[config.mk]
export PLATFORM = sky130hd
export DESIGN_NAME = ddr3_ddrphy_rx_dq_align
export DESIGN_NICKNAME = d
export VERILOG_FILES = /design/src/rtl/ddr3_ddrphy_rx_dq_align.sv
export SDC_FILE = /design/constraint.sdc
export NUM_CORES = 1
export LEC_CHECK = 0
export ABC_AREA = 1
export CORE_MARGIN = 5
export CORE_UTILIZATION = 45
export CTS_CLUSTER_DIAMETER = 50
export DETAILED_ROUTE_END_ITERATION = 10
export PLACE_DENSITY = 0.7
export SLEW_MARGIN = 20
export SYNTH_ARGS = -nofsm -noshare
export SYNTH_HDL_FRONTEND = slang
export SYNTH_SLANG_ARGS = --single-unit
[constraint.sdc]
create_clock -name FAB_CLK -period 2.9 [get_ports FAB_CLK]
set_input_delay 0.435 -clock FAB_CLK [delete_from_list [all_inputs] [get_ports FAB_CLK]]
set_output_delay 0.435 -clock FAB_CLK [all_outputs]
set_load 0.05 [all_outputs]
[src/rtl/ddr3_ddrphy_rx_dq_align.sv]
// ============================================================================
//  Module   : ddr3_ddrphy_rx_dq_align
//  Purpose  : Read-training word aligner for one DDR3 DQ lane bit; steers the
//             RX IOD with bit-slip and delay-line steps until the pattern locks.
//  Revision : 1.0 - initial release
// ============================================================================
`default_nettype none

module ddr3_ddrphy_rx_dq_align #(
    parameter int                  RX_WIDTH      = 4,
    parameter logic [RX_WIDTH-1:0] TRAIN_PATTERN = 4'b0011,
    parameter int                  MATCH_COUNT   = 8,
    parameter int                  SETTLE_CYCLES = 4,
    parameter int                  MAX_DLY_STEPS = 64
) (
    input  logic                        FAB_CLK,
    input  logic                        RX_SYNC_RST,
    input  logic                        TRAIN_START,
    input  logic [RX_WIDTH-1:0]         RX_DATA_IN,
    input  logic                        DELAY_LINE_OUT_OF_RANGE,
    output logic                        RX_BIT_SLIP,
    output logic                        DELAY_LINE_LOAD,
    output logic                        DELAY_LINE_MOVE,
    output logic                        DELAY_LINE_DIRECTION,
    output logic [RX_WIDTH-1:0]         RX_DATA_OUT,
    output logic                        RX_DATA_VALID,
    output logic                        TRAIN_DONE,
    output logic                        TRAIN_FAIL,
    output logic [$clog2(RX_WIDTH)-1:0] SLIP_POS,
    output logic [7:0]                  DLY_STEP_COUNT
);

    localparam int TW = $clog2(RX_WIDTH);
    localparam int MW = $clog2(MATCH_COUNT + 1);
    localparam int SW = $clog2(SETTLE_CYCLES + 1);

    localparam logic [TW-1:0] C_TRY_LAST    = TW'(RX_WIDTH - 1);
    localparam logic [MW-1:0] C_MATCH_LAST  = MW'(MATCH_COUNT - 1);
    localparam logic [SW-1:0] C_SETTLE_LAST = SW'(SETTLE_CYCLES - 1);
    localparam logic [7:0]    C_MAX_STEPS   = 8'(MAX_DLY_STEPS);

    typedef enum logic [2:0] {
        S_IDLE   = 3'd0,
        S_LOAD   = 3'd1,
        S_SETTLE = 3'd2,
        S_CHECK  = 3'd3,
        S_SLIP   = 3'd4,
        S_STEP   = 3'd5,
        S_DONE   = 3'd6,
        S_FAIL   = 3'd7
    } state_t;

    state_t              state_q, state_d;
    logic                slip_q, slip_d;
    logic                load_q, load_d;
    logic                move_q, move_d;
    logic                done_q, done_d;
    logic                fail_q, fail_d;
    logic                valid_q, valid_d;
    logic [RX_WIDTH-1:0] data_q, data_d;
    logic [TW-1:0]       slip_pos_q, slip_pos_d;
    logic [7:0]          dly_cnt_q, dly_cnt_d;
    logic [TW-1:0]       try_cnt_q, try_cnt_d;
    logic [MW-1:0]       match_cnt_q, match_cnt_d;
    logic [SW-1:0]       settle_cnt_q, settle_cnt_d;

    always_comb begin
        state_d      = state_q;
        slip_d       = 1'b0;
        load_d       = 1'b0;
        move_d       = 1'b0;
        done_d       = done_q;
        fail_d       = fail_q;
        data_d       = RX_DATA_IN;
        slip_pos_d   = slip_pos_q;
        dly_cnt_d    = dly_cnt_q;
        try_cnt_d    = try_cnt_q;
        match_cnt_d  = match_cnt_q;
        settle_cnt_d = settle_cnt_q;

        case (state_q)
            S_IDLE, S_DONE, S_FAIL: begin
                if (TRAIN_START) begin
                    state_d     = S_LOAD;
                    load_d      = 1'b1;
                    done_d      = 1'b0;
                    fail_d      = 1'b0;
                    slip_pos_d  = '0;
                    dly_cnt_d   = '0;
                    try_cnt_d   = '0;
                    match_cnt_d = '0;
                end
            end
            S_LOAD: begin
                state_d      = S_SETTLE;
                settle_cnt_d = '0;
            end
            S_SETTLE: begin
                if (settle_cnt_q == C_SETTLE_LAST) begin
                    state_d     = S_CHECK;
                    match_cnt_d = '0;
                end else begin
                    settle_cnt_d = settle_cnt_q + 1'b1;
                end
            end
            S_CHECK: begin
                if (RX_DATA_IN == TRAIN_PATTERN) begin
                    match_cnt_d = match_cnt_q + 1'b1;
                    if (match_cnt_q == C_MATCH_LAST) begin
                        state_d = S_DONE;
                        done_d  = 1'b1;
                    end
                end else begin
                    match_cnt_d = '0;
                    // All word rotations tried at this delay tap: move the tap instead.
                    if (try_cnt_q != C_TRY_LAST) begin
                        state_d    = S_SLIP;
                        slip_d     = 1'b1;
                        try_cnt_d  = try_cnt_q + 1'b1;
                        slip_pos_d = (slip_pos_q == C_TRY_LAST) ? '0 : slip_pos_q + 1'b1;
                    end else begin
                        state_d = S_STEP;
                    end
                end
            end
            S_SLIP: begin
                state_d      = S_SETTLE;
                settle_cnt_d = '0;
            end
            S_STEP: begin
                if (DELAY_LINE_OUT_OF_RANGE || (dly_cnt_q == C_MAX_STEPS)) begin
                    state_d = S_FAIL;
                    fail_d  = 1'b1;
                end else begin
                    state_d      = S_SETTLE;
                    move_d       = 1'b1;
                    dly_cnt_d    = dly_cnt_q + 1'b1;
                    try_cnt_d    = '0;
                    settle_cnt_d = '0;
                end
            end
            default: state_d = S_IDLE;
        endcase

        valid_d = (state_d == S_DONE);
    end

    always_ff @(posedge FAB_CLK) begin
        if (RX_SYNC_RST) begin
            state_q      <= S_IDLE;
            slip_q       <= 1'b0;
            load_q       <= 1'b0;
            move_q       <= 1'b0;
            done_q       <= 1'b0;
            fail_q       <= 1'b0;
            valid_q      <= 1'b0;
            data_q       <= '0;
            slip_pos_q   <= '0;
            dly_cnt_q    <= '0;
            try_cnt_q    <= '0;
            match_cnt_q  <= '0;
            settle_cnt_q <= '0;
        end else begin
            state_q      <= state_d;
            slip_q       <= slip_d;
            load_q       <= load_d;
            move_q       <= move_d;
            done_q       <= done_d;
            fail_q       <= fail_d;
            valid_q      <= valid_d;
            data_q       <= data_d;
            slip_pos_q   <= slip_pos_d;
            dly_cnt_q    <= dly_cnt_d;
            try_cnt_q    <= try_cnt_d;
            match_cnt_q  <= match_cnt_d;
            settle_cnt_q <= settle_cnt_d;
        end
    end

    assign RX_BIT_SLIP          = slip_q;
    assign DELAY_LINE_LOAD      = load_q;
    assign DELAY_LINE_MOVE      = move_q;
    assign DELAY_LINE_DIRECTION = move_q;
    assign RX_DATA_OUT          = data_q;
    assign RX_DATA_VALID        = valid_q;
    assign TRAIN_DONE           = done_q;
    assign TRAIN_FAIL           = fail_q;
    assign SLIP_POS             = slip_pos_q;
    assign DLY_STEP_COUNT       = dly_cnt_q;

endmodule

`default_nettype wire
==> impl_metrics.py, run 1 <==
metrics = {
    "run_status": {
        "status": "complete, no violations",
    },
    "worst_setup_path": {
        "critPathTopFamily": "buffers and inverters",
        "cp.required_ns": 2.47,
        "r2r-end": "DLY_STEP_COUNT[2]",
        "cp_max_fo": 6,
        "reg2reg_slack_ns": 1.25,
        "crit_type": "reg -> out",
        "cp-start-kind": "flip-flop",
        "slowest_delay_ns": 0.85,
        "r2r-start": "DLY_STEP_COUNT[0]",
        "reg2reg_depth": 10,
        "cp_cell_sequence": "clkdlybuf4s50_1",
        "cp.arrival_ns": 1.64,
        "endpoint_kind": "output pin",
        "cp_num_buf_inv": 1,
        "slowest_stage": "clkdlybuf4s50_1",
    },
    "pwr": {
        "leakagePower_nw": 0.9138,
        "seqPwrFrac_pct": 36.6,
        "peakVddDrop_v": 0.0003037,
        "p_per_area_mw_per_mm2": 728.3,
        "clkPwrFrac_pct": 25.9,
        "switching_share_pct": 38.54,
        "power.switching_uw": 566.7,
        "pwr-share-comb_pct": 37.5,
        "p_int_uw": 904.0,
    },
    "layout": {
        "nFillCells": 301,
        "mostFrequentLayoutCell": "nand2_1",
        "multi_input_comb_area_sq_um": 794.5,
        "drive_gt1_share_pct": 8.209,
        "register_area_sq_um": 640.6,
        "utilization_pct": 59.58,
        "nets": 282,
        "diodes": 0,
        "mostFrequentLayoutCells": "58 x nand2_1, 34 x inv_1, 33 x nor2_1, 32 x dfxtp_1, 28 x clkdlybuf4s50_1",
        "syn_to_final_growth_pct": 25.80,
    },
    "hold_path": {
        "hold_depth": 2,
        "worstHoldPathType": "reg -> reg",
        "hold_start": "TRAIN_FAIL",
        "hold_end": "TRAIN_FAIL",
    },
    "yosys": {
        "ys_seq_elements": 32,
        "syn_area_sq_mm": 0.001605,
        "synth_cells": 235,
        "yosysWarnings": 0,
        "synth_top_area_cell": "dfxtp_1",
        "yosysSeqAreaShare_pct": 39.91,
        "synth_edf_count": 0,
        "synth.avg_cell_area_sq_um": 6.831,
        "synth_top_area_share_pct": 39.91,
        "synthFlopType": "dfxtp_1",
        "synthTopCellsByArea": "dfxtp_1 40%, nand2_1 14%, inv_1 8.0%",
        "synth_async_sr_flop_share_pct": 0,
        "synth_cell_type_count": 25,
        "synth_fp_nets": 250,
    },
    "placed_design": {
        "dp_hpwl_microns": 2421,
        "io_buffers": 28,
        "gp_congestion": 0.8102,
    },
    "cts": {
        "cts_tree": "done",
        "cts_root_buffer": "clkbuf_4",
        "clk-insertion-delay-late_ns": 0.34,
        "clk_pin_slew_worst_paths_ns": 0.10,
        "cts_buffer_depth": 2,
        "h-tree-depth": 2,
        "cts_buffers": 5,
        "clock-sinks": 32,
        "ctsResizeCount": 0,
        "post-cts-setup-buffers": 0,
        "cts_hold_buf": 0,
    },
    "sta": {
        "rsz0062_at_grt": "false",
        "clock_skew_ns": 0.003726,
        "tightest_slew_ns": 0.4980,
        "finalHoldViolations": 0,
        "timing.final.crit_share_pct": 71.63,
        "drv_slew": 0,
        "fmax_ghz": 0.4814,
        "period_minus_slack_ns": 2.077,
        "fin_tns_setup_ns": 0,
        "setup_viol": 0,
        "relSlewSlack_pct": 66.70,
    },
    "detailed_routing": {
        "drt_pre_antenna_iters": 4,
        "drc": 0,
        "vias": 1466,
        "antenna_left": 0,
        "via_per_inst": 4.669,
        "totalWireLength_microns": 3264,
        "avgRoutedWirePerCell_microns": 10.39,
        "drt-initial-drc-count": 65,
    },
    "grt": {
        "grt_pass1_vias": 1244,
        "grt-ovfl-total": 0,
        "grtUsageTotal_pct": 14.14,
        "antenna_found_initial": 0,
        "grt_max_degree": 19,
        "grt_pass1_wl_microns": 5499,
    },
    "job": {
        "max-cap-violations": 0,
    },
    "floorplanning": {
        "ioPinCount": 29,
        "die_area_sq_mm": 0.004862,
        "die_y_microns": 69.73,
        "start_util_pct": 47.36,
        "rows": 21,
        "die_w_microns": 69.73,
        "coreArea_sq_mm": 0.003390,
    },
}
## flip-flops by register name, summed over array words and instances, names as in the netlist
signal                flops
TRAIN_DONE                1
DLY_STEP_COUNT            8
TRAIN_FAIL                1
RX_DATA_OUT               4
state_q                   3
RX_DATA_VALID             1
settle_cnt_q              3
RX_BIT_SLIP               1
DELAY_LINE_DIRECTION      1
match_cnt_q               4
DELAY_LINE_LOAD           1
try_cnt_q                 2
SLIP_POS                  2
## cell type report
class / count / area share, %
Timing Repair Buffer: 29 / 14.25
Inverter: 38 / 7.125
Clock buffer: 7 / 3.222
Sequential cell: 32 / 31.72
Tap cell: 46 / 2.850
Clock inverter: 1 / 1.487
Multi-Input combinational cell: 161 / 39.34
## metal layers
layer	routed length (microns)	GRT usage (%)	share of wire, %	vias up
met3	188	4.203	5.8	7
met5	0	0	0	-
li1	-	-	-	807
met4	66	7.021	2.0	0
met2	1429	21.93	44	28
met1	1579	17.75	48	624
## power by group through the flow
stage	clock network, mW	registers (mW)	logic, mW
after floorplan	0	0.608	0.375
after global placement	0	0.547	0.554
after detailed placement	0	0.548	0.554
after CTS	0.392	0.538	0.556
after global routing	0.412	0.545	0.634
final	0.380	0.538	0.552
## per-stage QoR
stage | cells | cell area [sq um] | total power [mW] | setup slack [ns] | hold WS, ns
final | 314 | 2019 | 1.471 | 0.8227 | 0.4701
after global routing | 314 | 2019 | 1.591 | 0.7453 | 0.5060
after global placement | 306 | 1924 | 1.101 | 1.021 | 0.4538
after detailed placement | 306 | 1924 | 1.102 | 0.9955 | 0.4566
after floorplan | 235 | 1605 | 0.9835 | 1.093 | 0.4428
after CTS | 314 | 2019 | 1.486 | 0.8039 | 0.4718
## cell usage after synthesis, types with 2 or more instances
cell type	count
clkbuf_1	2
nand4_1	8
a21oi_1	15
inv_2	2
nand3_2	3
nor3_1	3
o21ai_1	2
dfxtp_1	32
nand3_1	17
inv_1	34
nor2_1	33
nand2_1	58
o21ai_0	6
nand2_2	3
ha_1	7
## logic make-up after synthesis
| family | share of synthesized area, % |
|---|---|
| fa+ha+maj | 5.456 |
| compound gates | 8.184 |
| buf+inv | 10.60 |
| simple gates | 35.85 |
| flops | 39.91 |
## worst max path at each step
stage | from | endpoint | slack (ns) | cells past startpoint
after floorplan | DLY_STEP_COUNT[0] | state_q[2] | 1.09 | 10
after global placement | RX_SYNC_RST | DLY_STEP_COUNT[2] | 1.02 | 7
after detailed placement | RX_SYNC_RST | DLY_STEP_COUNT[2] | 1.0 | 7
after CTS | DLY_STEP_COUNT[5] | DLY_STEP_COUNT[5] | 0.80 | 1
after global routing | DLY_STEP_COUNT[5] | DLY_STEP_COUNT[5] | 0.75 | 1
final | DLY_STEP_COUNT[5] | DLY_STEP_COUNT[5] | 0.82 | 1
Power figures use the tool's default switching activity.
==> inputs of run 2 (changes only) <==
==> constraint.sdc (replaced) <==
create_clock -name FAB_CLK -period 2.17 [get_ports FAB_CLK]
set_input_delay 0.3255 -clock FAB_CLK [delete_from_list [all_inputs] [get_ports FAB_CLK]]
set_output_delay 0.3255 -clock FAB_CLK [all_outputs]
set_load 0.05 [all_outputs]
==> run 2 against run 1 <==
Against the previous run:
- core utilization shrank 1.1 points
- critical path type unchanged
- setup slack worse by 0.60 ns
- register-to-register slack got worse by 0.72 ns
- sequential power rose by 34%
- worst hold slack improved by 0.0024 ns
- sequential cell count is the same
- power grew 23%
- count of clock-buffer cells in the layout increased by 1
- first-iteration DRC count rose by 49%
==> impl_metrics.py, run 2 (synthesized netlist as in run 1, its figures left out) <==
metrics = {
    "grt": {
        "grt_pass1_wl_microns": 5568,
        "grt_pass1_vias": 1252,
        "grt_max_degree": 18,
        "antenna_found_initial": 0,
        "grt-ovfl-total": 0,
        "grtUsageTotal_pct": 14.38,
    },
    "detailed_routing": {
        "via_per_inst": 4.755,
        "totalWireLength_microns": 3254,
        "vias": 1493,
        "antenna_left": 0,
        "drt-initial-drc-count": 97,
        "drt_pre_antenna_iters": 4,
        "avgRoutedWirePerCell_microns": 10.36,
        "drc": 0,
    },
    "worst_setup_path": {
        "cp.required_ns": 1.84,
        "slowest_stage": "clkdlybuf4s50_1",
        "crit_end": "DLY_STEP_COUNT[4]",
        "cp.arrival_ns": 1.62,
        "r2r-start": "DLY_STEP_COUNT[0]",
        "cp-start-kind": "flip-flop",
        "slowest_delay_ns": 0.84,
        "cp_num_buf_inv": 1,
        "cp_max_fo": 7,
        "crit_type": "reg -> out",
        "critPathTopFamily": "buffers and inverters",
        "endpoint_kind": "output pin",
        "cp_cell_sequence": "clkdlybuf4s50_1",
        "r2r-end": "DLY_STEP_COUNT[2]",
        "path_depth": 1,
        "worstSetupStartpoint": "DLY_STEP_COUNT[4]",
        "reg2reg_slack_ns": 0.53,
        "reg2reg_depth": 10,
    },
    "pwr": {
        "pwr-share-comb_pct": 40.8,
        "leakagePower_nw": 0.8948,
        "peakVddDrop_v": 0.0003862,
        "clkPwrFrac_pct": 19.6,
        "finalPower_mw": 1.812,
        "power.switching_uw": 749.9,
        "p_int_mw": 1.062,
        "seqPwrFrac_pct": 39.7,
        "switching_share_pct": 41.38,
        "p_per_area_mw_per_mm2": 913.8,
    },
    "sta": {
        "setup_viol": 0,
        "drv_slew": 0,
        "relSlewSlack_pct": 66.08,
        "rsz0062_at_grt": "false",
        "fin_hold_ws_ns": 0.4726,
        "fmax_ghz": 0.5142,
        "tightest_slew_ns": 0.5073,
        "finalHoldViolations": 0,
        "fin_ws_ns": 0.2251,
        "fin_tns_setup_ns": 0,
        "clock_skew_ns": 0.006689,
        "timing.final.crit_share_pct": 89.63,
        "period_minus_slack_ns": 1.945,
    },
    "placed_design": {
        "dp_slack_ns": 0.4780,
        "io_buffers": 28,
        "dp_hpwl_microns": 2433,
        "gp_congestion": 0.8173,
    },
    "floorplanning": {
        "start_util_pct": 47.36,
        "rows": 21,
        "die_area_sq_mm": 0.004862,
        "coreArea_sq_mm": 0.003390,
        "ioPinCount": 29,
        "die_y_microns": 69.73,
        "die_w_microns": 69.73,
    },
    "cts": {
        "clk_pin_slew_worst_paths_ns": 0.09,
        "h-tree-depth": 2,
        "cts_root_buffer": "clkbuf_4",
        "post-cts-setup-buffers": 0,
        "cts_buffers": 5,
        "cts_buffer_depth": 2,
        "cts_tree": "done",
        "ctsResizeCount": 0,
        "clk-insertion-delay-late_ns": 0.33,
        "clock-sinks": 32,
        "cts_hold_buf": 0,
    },
    "layout": {
        "mostFrequentLayoutCell": "nand2_1",
        "drive_gt1_share_pct": 7.463,
        "syn_to_final_growth_pct": 23.54,
        "diodes": 0,
        "mostFrequentLayoutCells": "58 x nand2_1, 34 x inv_1, 33 x nor2_1, 32 x dfxtp_1, 28 x clkdlybuf4s50_1",
        "largest_reg_flops": 8,
        "nets": 282,
        "nFillCells": 338,
    },
    "run_status": {
        "status": "complete, no violations",
    },
    "job": {
        "max-cap-violations": 0,
    },
    "hold_path": {
        "worstHoldPathType": "reg -> reg",
    },
}
[run 2: changes by cell type in the layout (fill, tap and decap cells not counted), sizes merged]
cell,before,now
clkbuf,7,8
bufinv,1,0
[run 2: layout make-up]
class | count | area (sq um) | area share, %
clock buffer | 8 | 58.81 | 2.965
inverter | 38 | 143.9 | 7.256
multi-input combinational | 161 | 794.5 | 40.06
sequential | 32 | 640.6 | 32.30
tap | 46 | 57.56 | 2.902
timing repair buffer | 29 | 287.8 | 14.51
[run 2: metrics by stage]
stage / utilization [%] / instance area (sq um) / std cells
6_report: 58.51 / 1983 / 314
5_1_grt: 58.51 / 1983 / 314
4_1_cts: 58.51 / 1983 / 314
3_5_place_dp: 56.77 / 1924 / 306
3_3_place_gp: 56.77 / 1924 / 306
2_1_floorplan: - / 1605 / 235
[run 2: worst min path at each step]
stage                        startpoint        endpoint  slack (ns)  cells after the start
after CTS                    TRAIN_DONE      TRAIN_DONE        0.48                      1
after global routing      RX_DATA_IN[1]  RX_DATA_OUT[1]        0.50                      3
after floorplan           RX_DATA_IN[0]  RX_DATA_OUT[0]        0.43                      2
after detailed placement     TRAIN_DONE      TRAIN_DONE        0.46                      1
final                        TRAIN_DONE      TRAIN_DONE        0.47                      1
after global placement       TRAIN_DONE      TRAIN_DONE        0.45                      1
[run 2: power groups by stage]
| stage | Clock [mW] | Combinational [mW] | Sequential (mW) |
|---|---|---|---|
| floorplan | 0 | 0.501 | 0.813 |
| finish | 0.354 | 0.739 | 0.719 |
| global route | 0.403 | 0.844 | 0.730 |
| global placement | 0 | 0.742 | 0.731 |
| CTS | 0.366 | 0.742 | 0.719 |
| detailed placement | 0 | 0.740 | 0.732 |
[run 2: metal layers]
metal  vias up  part of all wire, %  track usage [%]
met1       652                   49            17.85
met3         6                  6.1            5.652
li1        807                    -                -
met2        28                   43            21.93
met5         -                    0                0
met4         0                  1.8            6.383
